$ cat config.mk
export PLATFORM = sky130hd
export DESIGN_NAME = sys_bridge_timer
export DESIGN_NICKNAME = d
export VERILOG_FILES = /design/src/rtl/sys_bridge_timer.sv
export SDC_FILE = /design/constraint.sdc
export NUM_CORES = 1
export LEC_CHECK = 0
export ABC_CLOCK_PERIOD_IN_PS = 3600
export CAP_MARGIN = 20
export CORE_MARGIN = 1.5
export CORE_UTILIZATION = 55
export DETAILED_ROUTE_END_ITERATION = 7
export PLACE_DENSITY_LB_ADDON = 0.25
export SLEW_MARGIN = 20
export SYNTH_ARGS = -nofsm -noshare
export SYNTH_HDL_FRONTEND = slang
export SYNTH_SLANG_ARGS = --single-unit
$ cat constraint.sdc
create_clock -name clk -period 3.6 [get_ports clk]
set_input_delay 0.72 -clock clk [delete_from_list [all_inputs] [get_ports clk]]
set_output_delay 0.72 -clock clk [all_outputs]
set_load 0.05 [all_outputs]
$ cat src/rtl/sys_bridge_timer.sv
// -----------------------------------------------------------------------------
// sys_bridge_timer
//
// Memory-mapped device responder on the CPU data-memory side. Decodes the CPU's
// M-stage address / store data / store enable, hosts two identical countdown
// timers (T0 at T0_BASE, T1 at T1_BASE) and returns combinational read data
// for the CPU DIN path. Each timer raises an interrupt request toward the CPU.
//
// Register block per timer (byte offset from base, word access only):
//   0x0 CTRL   [0] EN, [2:1] MODE (01 auto-reload, otherwise one-shot),
//              [3] IM (interrupt mask, 1 = request enabled), [31:4] read 0
//   0x4 PRESET reload value
//   0x8 COUNT  current count, read-only
//
// Ports:
//   clk     in   1  system clock, all state on rising edge
//   reset   in   1  synchronous active-low reset
//   addr    in  32  CPU M-stage byte address
//   wdata   in  32  CPU M-stage store data
//   we      in   1  CPU M-stage store enable
//   rdata   out 32  read data (combinational, 0 when unmapped)
//   hit     out  1  addr selects a mapped timer register word
//   intrp0  out  1  timer 0 interrupt request
//   intrp1  out  1  timer 1 interrupt request
// -----------------------------------------------------------------------------

// -----------------------------------------------------------------------------
// sys_bridge_timer_unit
//
// One countdown timer with its own address decode and register file.
//
// Ports:
//   clk, reset      clock and synchronous active-low reset
//   addr, wdata, we CPU store/load request
//   rdata           this timer's read data (0 unless hit)
//   hit             addr selects one of this timer's three register words
//   irq             irq_flag AND CTRL.IM
// -----------------------------------------------------------------------------
module sys_bridge_timer_unit #(
  parameter logic [31:0] BASE = 32'h0000_7F00
) (
  input  logic        clk,
  input  logic        reset,
  input  logic [31:0] addr,
  input  logic [31:0] wdata,
  input  logic        we,
  output logic [31:0] rdata,
  output logic        hit,
  output logic        irq
);

  typedef enum logic [1:0] {
    ST_IDLE = 2'd0,
    ST_LOAD = 2'd1,
    ST_CNT  = 2'd2,
    ST_INT  = 2'd3
  } state_t;

  localparam logic [1:0] MODE_AUTO = 2'b01;

  state_t      state_q, state_d;
  logic [3:0]  ctrl_q, ctrl_d;
  logic [31:0] preset_q, preset_d;
  logic [31:0] count_q, count_d;
  logic        flag_q, flag_d;

  logic [31:0] offset;
  logic        sel_ctrl;
  logic        sel_preset;
  logic        sel_count;
  logic        wr_ctrl;
  logic        wr_preset;

  // Unsigned subtraction: addresses below BASE wrap to huge offsets and miss.
  assign offset     = addr - BASE;
  assign hit        = (offset < 32'd12) && (offset[1:0] == 2'b00);
  assign sel_ctrl   = hit && (offset[3:2] == 2'd0);
  assign sel_preset = hit && (offset[3:2] == 2'd1);
  assign sel_count  = hit && (offset[3:2] == 2'd2);
  assign wr_ctrl    = we && sel_ctrl;
  assign wr_preset  = we && sel_preset;

  always_comb begin
    rdata = 32'h0;
    if (sel_ctrl) begin
      rdata = {28'h0, ctrl_q};
    end else if (sel_preset) begin
      rdata = preset_q;
    end else if (sel_count) begin
      rdata = count_q;
    end
  end

  assign irq = flag_q & ctrl_q[3];

  // Next-state logic. CPU writes are applied first; FSM actions that follow
  // override them where the FSM must win (irq_flag set), while the one-shot
  // EN clear is suppressed when the CPU writes CTRL on the same edge.
  always_comb begin
    state_d  = state_q;
    ctrl_d   = ctrl_q;
    preset_d = preset_q;
    count_d  = count_q;
    flag_d   = flag_q;

    if (wr_ctrl) begin
      ctrl_d = wdata[3:0];
      flag_d = 1'b0;
    end
    if (wr_preset) begin
      preset_d = wdata;
    end

    case (state_q)
      ST_IDLE: begin
        if (ctrl_q[0]) begin
          state_d = ST_LOAD;
        end
      end
      ST_LOAD: begin
        count_d = preset_q;
        state_d = ST_CNT;
      end
      ST_CNT: begin
        if (!ctrl_q[0]) begin
          state_d = ST_IDLE;
        end else if (count_q != 32'h0) begin
          count_d = count_q - 32'd1;
        end else begin
          state_d = ST_INT;
          flag_d  = 1'b1;
        end
      end
      ST_INT: begin
        if (ctrl_q[2:1] == MODE_AUTO) begin
          // Auto-reload: flag lives for exactly one cycle.
          state_d = ST_LOAD;
          flag_d  = 1'b0;
        end else begin
          // One-shot (MODE 00/10/11): stop; flag held until CTRL write.
          state_d = ST_IDLE;
          if (!wr_ctrl) begin
            ctrl_d[0] = 1'b0;
          end
        end
      end
      default: begin
        state_d = ST_IDLE;
      end
    endcase
  end

  always_ff @(posedge clk) begin
    if (!reset) begin
      state_q  <= ST_IDLE;
      ctrl_q   <= 4'h0;
      preset_q <= 32'h0;
      count_q  <= 32'h0;
      flag_q   <= 1'b0;
    end else begin
      state_q  <= state_d;
      ctrl_q   <= ctrl_d;
      preset_q <= preset_d;
      count_q  <= count_d;
      flag_q   <= flag_d;
    end
  end

endmodule

module sys_bridge_timer #(
  parameter logic [31:0] T0_BASE = 32'h0000_7F00,
  parameter logic [31:0] T1_BASE = 32'h0000_7F10
) (
  input  logic        clk,
  input  logic        reset,
  input  logic [31:0] addr,
  input  logic [31:0] wdata,
  input  logic        we,
  output logic [31:0] rdata,
  output logic        hit,
  output logic        intrp0,
  output logic        intrp1
);

  logic [31:0] unit_rdata [2];
  logic        unit_hit   [2];
  logic        unit_irq   [2];

  genvar gi;
  generate
    for (gi = 0; gi < 2; gi++) begin : g_timer
      localparam logic [31:0] UNIT_BASE = (gi == 0) ? T0_BASE : T1_BASE;

      sys_bridge_timer_unit #(
        .BASE (UNIT_BASE)
      ) u_timer (
        .clk   (clk),
        .reset (reset),
        .addr  (addr),
        .wdata (wdata),
        .we    (we),
        .rdata (unit_rdata[gi]),
        .hit   (unit_hit[gi]),
        .irq   (unit_irq[gi])
      );
    end
  endgenerate

  // Each unit drives zero unless hit, so OR-combining selects the hit one.
  assign rdata  = unit_rdata[0] | unit_rdata[1];
  assign hit    = unit_hit[0] | unit_hit[1];
  assign intrp0 = unit_irq[0];
  assign intrp1 = unit_irq[1];

endmodule

==> impl_metrics.yaml <==
run_status:
  status: "complete, but fails checks"
  violations: "DRC, setup timing"
clocking:
  root_buffer: "clkbuf_16"
  clk-insertion-delay-late_ns: 0.43
  numCtsBuffers: 17
  cts_max_path_buffers: 2
  clk_pin_slew_worst_paths_ns: 0.06
  ctsHoldBuffers: 0
  clock_sinks: 142
  h-tree-depth: 4
  cts_tree: "done"
drt:
  ant_nets: 0
  drt_iter0_drc: 1954
  wl_per_cell_um: 26.2
  drc_errors: 8
  dr.pass1.iters: 8
  vias: 11300
  vias_per_cell: 7.24
  routed_wl_um: 40900
synth:
  synth_cell_types: 74
  synth_top_area_share_pct: 31.9
  synth_seq_cells: 142
  avgSynthCellArea_um2: 7.96
  synthCells: 1119
  syn_area_um2: 8910
  synth_top_area_cell: "dfxtp_1"
  synth_edf_count: 0
  synthArstFlopShare_pct: 0
  yosysSeqAreaShare_pct: 31.9
  synth_flop_cell: "dfxtp_1"
  yosys_warnings: 0
  synth_nets: 1196
  yosys-top-cells-area: "dfxtp_1, mux2i_1, nand2_1"
floorplanning:
  die_w_um: 130
  boundaryPins: 102
  placeableCoreArea_um2: 15800
  rows: 46
  die_area_um2: 17000
  fp.dieH_um: 130
  start_util_pct: 56.3
cells_and_area:
  final_util_pct: 83.1
  multi_input_area_um2: 6300
  fillers: 824
  n_antenna_cell: 0
  fin_nets: 1409
  areaGrowthSynthToFinish_pct: 47.7
  seqCellArea_um2: 2840
  fin_cells: 1559
  layout-drive-gt1-share_pct: 27.0
sta:
  fin_ws_ns: -0.452
  rsz0062_at_grt: "yes"
  tightest_slew_ns: 0.941
  setup_viol: 107
  maxSlewViolCount: 0
  fin_crit_sh_pct: 113
  timing.setup.tns_ns: -30.95
  fin_crit_ns: 4.05
  finClkSkew_ns: 0.0109
  hold_viol: 0
  max_freq_mhz: 247
  maxSlewHeadroom_pct: 37.3
setup_path:
  cp_top_family: "buffers and inverters"
  slowest_stage: "nor4_4"
  worst-path-buf-inv: 12
  cp-end-kind: "flip-flop"
  critical_path.max_stage_delay_ns: 0.53
  worst_path_most_repeated_cell: "buf_4"
  worstSetupPathType: "input port to flip-flop"
  crit_chain: "clkbuf_4, nor4_4, nand2_2, buf_4, buf_4, buf_4, buf_4, buf_4, buf_4, buf_6, buf_4, buf_4, nor4_4, nand4_1, nor3_4, buf_4, clkbuf_16, mux2i_1"
  crit_path_max_fanout: 7
  arrival_ns: 4.40
  worstPathRequired_ns: 3.94
  startpoint_type: "input port"
global_route:
  grt_usage_pct: 41.0
  grt_start_max_net_pins: 167
  antenna_found_initial: 1
  overflow: 0
  grt_first_pass_wirelength_um: 53500
  grt_pass1_vias: 9678
pwr:
  p_leak_uw: 0.00497
  power_density_nw_per_um2: 381
  vdd_drop_max_mv: 0.460
placement:
  gp_congestion: 0.908
  port_buffers: 101
  place_inst: 1439
  dpl.hpwl_um: 20500
min_path:
  hold_path.class: "flip-flop to flip-flop"
job:
  cap_violations: 0
routing by layer:
layer	global-route usage [%]	wire [um]	vias to the layer above
met2	64.1	17600	1073
li1	-	-	4633
met4	20.7	3600	2
met5	0	78	-
met3	11.8	5470	390
met1	51.5	14100	5194
metrics by stage:
stage	hold slack [ns]	total power (uW)	setup WS [ns]	area [um2]
final	0.470	5020	-0.452	13200
after detailed placement	0.462	3020	-0.388	11000
after global placement	0.453	2990	-0.373	11000
after CTS	0.476	4730	-0.0881	12500
after floorplan	0.443	2550	-0.233	8910
after global routing	0.490	5120	-0.539	13200
sequential cells by signal, summed over array words and instances (netlist names):
register and count:
g_timer.u_timer.state_q 4, g_timer.u_timer.flag_q 2, g_timer.u_timer.ctrl_q 8, g_timer.u_timer.preset_q 64, g_timer.u_timer.count_q 64
placed cells by master, fill, tap and decap left out, drive strengths merged, types with 5 or more instances in the layout:
master	instances
and3	9
nor4	23
a21oi	74
nor2b	9
dfxtp	142
a31oi	15
nand2	176
a211oi	8
o32ai	11
a41oi	8
clkbuf	36
clkdlybuf4s15	6
o21a	9
nor2	73
buf	216
mux2i	84
nand3	22
o211ai	13
inv	21
o22ai	9
o221a	20
dlygate4sd2	10
a22oi	30
ha	10
nand3b	8
clkdlybuf4s50	36
a21boi	7
or4	8
o31ai	9
and2	5
nand2b	8
nand4	16
clkinv	7
o21ai	43
a22o	29
o2bb2ai	36
nor3	37
or3	13
synth_stat cells (11+ instances only):
cell type and number:
nand2_1 176, dfxtp_1 142, mux2i_1 84, a21oi_1 74
nor2_1 73, clkbuf_1 65, o2bb2ai_1 36, nor3_1 33
a22oi_1 30, a22o_1 29, o21ai_0 24, nand3_1 21
inv_1 20, nor4_1 20, o21ai_1 19, buf_2 16
o221a_1 16, a31oi_1 15, nand4_1 15, o211ai_1 13
or3_1 13, o32ai_1 11
worst register-to-register path: cells and delay by family (launching register included):
| family | cells | cell delay [ns] |
|---|---|---|
| AOI/OAI and AO/OA | 4 | 1.15 |
| and+or+nand+nor | 2 | 0.88 |
| buffers and inverters | 2 | 0.44 |
| DFF | 1 | 0.37 |
cells by family after synthesis:
kind of cell | synth area share, %
compound gates | 28.3
flops | 31.9
mux | 9.44
simple gates | 23.2
buf+inv | 5.45
fa+ha+maj | 1.40
xor+xnor | 0.295
layout make-up:
class / instances / area share, %
Inverter: 21 / 0.599
Tap cell: 216 / 2.05
Timing Repair Buffer: 284 / 23.7
Clock buffer: 20 / 3.47
Clock inverter: 10 / 0.694
Sequential cell: 142 / 21.6
Multi-Input combinational cell: 866 / 47.9
power by group:
group          internal, uW  switching (uW)
registers              1640             102
logic                   515            1060
clock network           978             727
total                  3130            1890
repair_timing:
item	4_1_cts	5_1_grt
endpoints found under the hold margin	0	0
pin swaps	21	25
cloned	2	6
gates resized for setup	131	113
setup buffers	71	26
endpoints found under the setup margin	33	107
final timing paths:
path | from | cells past startpoint | to | slack, ns
min | g_timer[1].u_timer.ctrl_q[3] | 2 | g_timer[1].u_timer.ctrl_q[3] | 0.47
min reg2reg | g_timer[1].u_timer.ctrl_q[3] | 2 | g_timer[1].u_timer.ctrl_q[3] | 0.47
max reg2reg | g_timer[0].u_timer.count_q[23] | 8 | g_timer[0].u_timer.count_q[30] | 0.69
max | addr[16] | 18 | g_timer[0].u_timer.preset_q[22] | -0.45
Note: power is estimated with default switching activity, not from simulation.
